$ cat src/rtl/dds_pkg.sv
// Shared constants and types for the DDS coefficient table path.
package dds_pkg;

    localparam int unsigned ADDR_W = 11;
    localparam int unsigned COEF_W = 48;
    localparam logic [7:0]  HDR    = 8'hA5;

    typedef enum logic [2:0] {
        ST_IDLE,
        ST_ADDR_H,
        ST_ADDR_L,
        ST_CNT_H,
        ST_CNT_L,
        ST_DATA,
        ST_CSUM
    } loader_state_t;

    localparam logic [1:0] ERR_NONE  = 2'd0;
    localparam logic [1:0] ERR_COUNT = 2'd1;
    localparam logic [1:0] ERR_CSUM  = 2'd2;

endpackage

$ cat src/rtl/coef_table_loader.sv
// Parses framed host byte streams and writes 48-bit sin/cos words into the
// coefficient RAM, reporting done or err per frame.
module coef_table_loader #(
    parameter int unsigned ADDR_W = dds_pkg::ADDR_W,
    parameter int unsigned COEF_W = dds_pkg::COEF_W,
    parameter logic [7:0]  HDR    = dds_pkg::HDR
) (
    input  logic              Fg_CLK,
    input  logic              RESET,
    input  logic [7:0]        rx_data,
    input  logic              rx_valid,
    output logic              rx_ready,
    input  logic              abort,
    output logic              wr_en,
    output logic [ADDR_W-1:0] wr_addr,
    output logic [COEF_W-1:0] wr_data,
    output logic              busy,
    output logic              done,
    output logic              err,
    output logic [1:0]        err_code
);
    import dds_pkg::*;

    localparam logic [16:0] MAX_WORDS = 17'(1) << ADDR_W;

    loader_state_t     state, state_n;
    logic [ADDR_W-1:0] addr, addr_n;
    logic [7:0]        cnt_hi, cnt_hi_n;
    logic [15:0]       remain, remain_n;
    logic [2:0]        byte_cnt, byte_cnt_n;
    logic [COEF_W-9:0] asm_reg, asm_n;
    logic [7:0]        csum, csum_n;
    logic              wr_en_n, done_n, err_n;
    logic [ADDR_W-1:0] wr_addr_n;
    logic [COEF_W-1:0] wr_data_n;
    logic [1:0]        err_code_n;
    logic [15:0]       word_cnt;
    logic              accept;

    // The write cycle is the only cycle that refuses a byte.
    assign rx_ready = ~wr_en;
    assign busy     = (state != ST_IDLE);
    assign accept   = rx_valid & rx_ready;
    assign word_cnt = {cnt_hi, rx_data};

    always_ff @(posedge Fg_CLK or posedge RESET) begin
        if (RESET) begin
            state    <= ST_IDLE;
            addr     <= '0;
            cnt_hi   <= '0;
            remain   <= '0;
            byte_cnt <= '0;
            asm_reg  <= '0;
            csum     <= '0;
            wr_en    <= 1'b0;
            wr_addr  <= '0;
            wr_data  <= '0;
            done     <= 1'b0;
            err      <= 1'b0;
            err_code <= ERR_NONE;
        end else begin
            state    <= state_n;
            addr     <= addr_n;
            cnt_hi   <= cnt_hi_n;
            remain   <= remain_n;
            byte_cnt <= byte_cnt_n;
            asm_reg  <= asm_n;
            csum     <= csum_n;
            wr_en    <= wr_en_n;
            wr_addr  <= wr_addr_n;
            wr_data  <= wr_data_n;
            done     <= done_n;
            err      <= err_n;
            err_code <= err_code_n;
        end
    end

    always_comb begin
        state_n    = state;
        addr_n     = addr;
        cnt_hi_n   = cnt_hi;
        remain_n   = remain;
        byte_cnt_n = byte_cnt;
        asm_n      = asm_reg;
        csum_n     = csum;
        wr_en_n    = 1'b0;
        wr_addr_n  = wr_addr;
        wr_data_n  = wr_data;
        done_n     = 1'b0;
        err_n      = 1'b0;
        err_code_n = err_code;

        if (abort) begin
            state_n    = ST_IDLE;
            remain_n   = '0;
            byte_cnt_n = '0;
            csum_n     = '0;
        end else if (accept) begin
            case (state)
                ST_IDLE: begin
                    csum_n = '0;
                    if (rx_data == HDR) state_n = ST_ADDR_H;
                end
                ST_ADDR_H: begin
                    addr_n  = {rx_data[ADDR_W-9:0], addr[7:0]};
                    csum_n  = csum ^ rx_data;
                    state_n = ST_ADDR_L;
                end
                ST_ADDR_L: begin
                    addr_n[7:0] = rx_data;
                    csum_n      = csum ^ rx_data;
                    state_n     = ST_CNT_H;
                end
                ST_CNT_H: begin
                    cnt_hi_n = rx_data;
                    csum_n   = csum ^ rx_data;
                    state_n  = ST_CNT_L;
                end
                ST_CNT_L: begin
                    csum_n = csum ^ rx_data;
                    if (word_cnt == '0 || {1'b0, word_cnt} > MAX_WORDS) begin
                        err_n      = 1'b1;
                        err_code_n = ERR_COUNT;
                        state_n    = ST_IDLE;
                    end else begin
                        remain_n   = word_cnt;
                        byte_cnt_n = '0;
                        state_n    = ST_DATA;
                    end
                end
                ST_DATA: begin
                    csum_n = csum ^ rx_data;
                    if (byte_cnt == 3'd5) begin
                        wr_en_n    = 1'b1;
                        wr_addr_n  = addr;
                        wr_data_n  = {asm_reg, rx_data};
                        addr_n     = addr + 1'b1;
                        byte_cnt_n = '0;
                        remain_n   = remain - 16'd1;
                        if (remain == 16'd1) state_n = ST_CSUM;
                    end else begin
                        asm_n      = {asm_reg[COEF_W-17:0], rx_data};
                        byte_cnt_n = byte_cnt + 3'd1;
                    end
                end
                ST_CSUM: begin
                    if (rx_data == csum) begin
                        done_n = 1'b1;
                    end else begin
                        err_n      = 1'b1;
                        err_code_n = ERR_CSUM;
                    end
                    state_n = ST_IDLE;
                end
                default: state_n = ST_IDLE;
            endcase
        end
    end

endmodule

$ cat config.mk
export PLATFORM = sky130hd
export DESIGN_NAME = coef_table_loader
export DESIGN_NICKNAME = d
export VERILOG_FILES = /design/src/rtl/dds_pkg.sv /design/src/rtl/coef_table_loader.sv
export SDC_FILE = /design/constraint.sdc
export NUM_CORES = 1
export LEC_CHECK = 0
export ABC_AREA = 1
export BUFFER_PORTS_ARGS = -buffer_cell sky130_fd_sc_hd__clkbuf_2
export CORE_UTILIZATION = 59
export DETAILED_ROUTE_END_ITERATION = 6
export PLACE_DENSITY = 0.8
export SYNTH_ARGS = -nofsm -noshare
export SYNTH_HDL_FRONTEND = slang
export SYNTH_SLANG_ARGS = --single-unit
$ cat constraint.sdc
create_clock -name Fg_CLK -period 5.3 [get_ports Fg_CLK]
set_input_delay 0.53 -clock Fg_CLK [delete_from_list [all_inputs] [get_ports Fg_CLK]]
set_output_delay 0.53 -clock Fg_CLK [all_outputs]
set_load 0.005 [all_outputs]
==> impl_metrics.tcl <==
set metrics [dict create \
    grt_start_max_net_pins 111 \
    main_combinational_cell_family_by_area_after_synthesis "simple AND/OR/NAND/NOR gates" \
    synth_fa_ha_area_share_pct 0.530 \
    worst_path_largest_cell_delay_ns 0.45 \
    violations "design-rule violations" \
    floorplan.rows 39 \
    cts_resizes 0 \
    detailed_place.area_mm2 0.00750 \
    asyncSetResetFlopFracSynth_pct 100 \
    crit_path_max_delay_family "simple AND/OR/NAND/NOR gates" \
    hold_violations 0 \
    initial_antenna_violation_count 0 \
    crit_chain "inv_2, nand2_4, nor2_8, nand2_2, nor2_4, inv_2, buf_4, nand2_1, o21ai_0" \
    critical_path.endpoint_type "flip-flop" \
    register_share_of_total_power_pct 46.0 \
    yosys-top-cells-count "sky130_fd_sc_hd__nand2_1 (260), sky130_fd_sc_hd__dfrtp_1 (153), sky130_fd_sc_hd__o21ai_0 (124), sky130_fd_sc_hd__inv_1 (87), sky130_fd_sc_hd__nor2_1 (67)" \
    dp_worst_setup_slack_ns 2.63 \
    htree_levels 4 \
    avg_synthesized_cell_area_um2 8.22 \
    run_status "complete, but fails checks" \
    setup_repair_after_global_routing_missed_its_margin "false" \
    final-max-slew-violation-count 0 \
    maxCapViolations 0 \
    ff2ff_path_depth 9 \
    peakVddDrop_uv 218 \
    antenna_cells_inserted 0 \
    switchingPower_mw 0.786 \
    maxClockFrequency_ghz 0.378 \
    switching_share_pct 27.6 \
    cts-root-buf "sky130_fd_sc_hd__clkbuf_16" \
    cts_setup_buffers 0 \
    num_vias 5928 \
    worst_hold_path_type "in -> async" \
    cellInternalPower_mw 2.07 \
    worst_case_setup_margin_in_the_final_layout_ns 2.65 \
    clk_pin_slew_worst_paths_ns 0.06 \
    synth_seq_area_share_pct 54.0 \
    yosys.area.top_type "sky130_fd_sc_hd__dfrtp_1" \
    area_fraction_in_compound_gates_after_synthesis_pct 12.6 \
    finish.net_count 941 \
    cts.sink_count 153 \
    fin_crit_ns 2.65 \
    criticalPathCategory "reg -> reg" \
    pin_count 78 \
    pwr-share-clk_pct 41.6 \
    skew_ns 0.0131 \
    gp_congestion 0.911 \
    count_of_mapped_cells_out_of_synthesis 862 \
    leakage_nw 4.04 \
    cp_data_arrival_time_ns 2.92 \
    worst_setup_path_start_kind "flip-flop" \
    drt_pre_antenna_iters 7 \
    worst_path_most_repeated_cell "sky130_fd_sc_hd__inv_2" \
    period_share_pct 49.9 \
    reg2reg_slack_ns 2.65 \
    power.share.combinational_pct 12.4 \
    core-area_mm2 0.0116 \
    syn-num-nets 877 \
    chipWidth_um 112 \
    synth_seq_cells 153 \
    detailed_place_hpwl_um 10600 \
    setup_viol 0 \
    powerDensity_mw_per_mm2 353 \
    synthesized_area_mm2 0.00708 \
    post_cts_hold_buffer_count 0 \
    muxShareOfSynthArea_pct 0 \
    cts_tree "done" \
    tns_ns 0 \
    ant_nets 0 \
    yosys_most_used_dff "sky130_fd_sc_hd__dfrtp_1" \
    synth-edff-count 0 \
    final_layout_size_suffix_gt1_share_pct 13.8 \
    path_buf_inv 3 \
    yosysWarnings 0 \
    grt_first_pass_wirelength_um 27500 \
    synth_largest_type_area_fraction_pct 54.0 \
    die_area_mm2 0.0124 \
    insertion_delay_ns 0.43 \
    slew_headroom_pct 35.6 \
    drt-wirelength-per-cell_um 14.8 \
    synthMostInstantiatedCell "sky130_fd_sc_hd__nand2_1" \
    initial_standard_cell_utilization_of_the_core_pct 61.3 \
    synthSimpleGateAreaFrac_pct 24.0 \
    timing.critical_path.required_ns 5.58 \
    regToRegEndpoint "wr_data[7]" \
    transition_time_of_the_tightest_slew_check_pin_ns 0.966 \
    critical_path.reg2reg.startpoint "state[1]" \
    tritoncts_buffers 17 \
    first_global_vias 5580 \
    routed_wirelength_um 16000 \
    critical_path.max_fanout 62 \
    area_overhead_vs_synth_pct 14.0 \
    synth_top_cells_by_area "sky130_fd_sc_hd__dfrtp_1 (54%), sky130_fd_sc_hd__nand2_1 (14%), sky130_fd_sc_hd__o21ai_0 (8.8%)" \
    congestion_overflow_gr 0 \
    cts_max_path_buffers 2 \
    drcViolationCount 7 \
    highest_delay_cell_along_the_critical_path "sky130_fd_sc_hd__dfrtp_1" \
    synthDistinctLibCells 39 \
    portBuffers 77 \
    max_reg_flops 48 \
    whs_ns 0.339 \
    stdcell_area_mm2 0.00808 \
    drt_first_iter_violations 545 \
    synth_xor_area_share_pct 1.36 \
    chipHeight_um 112 \
    drt-vias-per-instance 5.48 \
    global_route_total_usage_across_every_layer_pct 28.1 \
]
## stage by stage
step / cells / total power, mW / util (%)
floorplan: 862 / 1.58 / -
global placement: 1050 / 1.66 / 64.8
detailed placement: 1050 / 1.67 / 64.8
CTS: 1081 / 2.87 / 69.8
global route: 1081 / 2.99 / 69.8
finish: 1081 / 2.85 / 69.8
## worst max path at each step
| stage | from | to | slack (ns) | cells after the start |
|---|---|---|---|---|
| detailed placement | abort | wr_data[7] | 2.63 | 7 |
| global placement | abort | wr_data[9] | 2.71 | 7 |
| CTS | state[1] | wr_data[7] | 2.66 | 9 |
| floorplan | RESET | addr[0] | 0.65 | 1 |
| finish | state[1] | wr_data[7] | 2.65 | 9 |
| global route | state[1] | wr_data[7] | 2.44 | 9 |
## cell usage in the layout (no fill, tap or decap), types with 3 or more instances in the layout
cell                           n
sky130_fd_sc_hd__clkbuf_2     77
sky130_fd_sc_hd__inv_6         4
sky130_fd_sc_hd__nor3_1        7
sky130_fd_sc_hd__inv_1        86
sky130_fd_sc_hd__buf_4         3
sky130_fd_sc_hd__a31oi_1       6
sky130_fd_sc_hd__o21ai_0     124
sky130_fd_sc_hd__o31ai_1       6
sky130_fd_sc_hd__clkinvlp_4    3
sky130_fd_sc_hd__xnor2_1       6
sky130_fd_sc_hd__inv_2         7
sky130_fd_sc_hd__xor2_1        5
sky130_fd_sc_hd__nand3_1      39
sky130_fd_sc_hd__nand2_1     259
sky130_fd_sc_hd__a21oi_1      14
sky130_fd_sc_hd__ha_1          3
sky130_fd_sc_hd__clkbuf_16    17
sky130_fd_sc_hd__nor2_1       67
sky130_fd_sc_hd__clkbuf_1      3
sky130_fd_sc_hd__dfrtp_1     153
sky130_fd_sc_hd__nand4_1      20
## logic make-up after synthesis
logic type                 after synthesis
DFF                                    153
buffers and inverters                  129
and+or+nand+nor                        404
xor gates and xnor gates                11
AOI/OAI and AO/OA                      162
adders and majority gates                3
## metal layers
metal	part of all wire (%)	vias up	GRT usage [%]
met2	47	233	44.7
met5	0	-	0
li1	-	2902	-
met1	46	2773	39.6
met3	5.7	20	5.06
met4	1.3	0	9.10
## power groups by stage
stage	combinational, mW	clock (mW)	sequential [mW]
3_5_place_dp	0.347	0	1.33
6_report	0.354	1.19	1.31
2_1_floorplan	0.279	0	1.30
5_1_grt	0.412	1.25	1.32
4_1_cts	0.352	1.21	1.31
3_3_place_gp	0.339	0	1.33
## cell type report
type	count	area, um2
Inverter	94	358
Timing Repair Buffer	80	408
Tap cell	143	179
Clock inverter	9	114
Multi-Input combinational cell	580	2720
Clock buffer	22	464
Sequential cell	153	3830
Fill cell	937	3490
No activity file was read; power rests on OpenSTA's default activity.
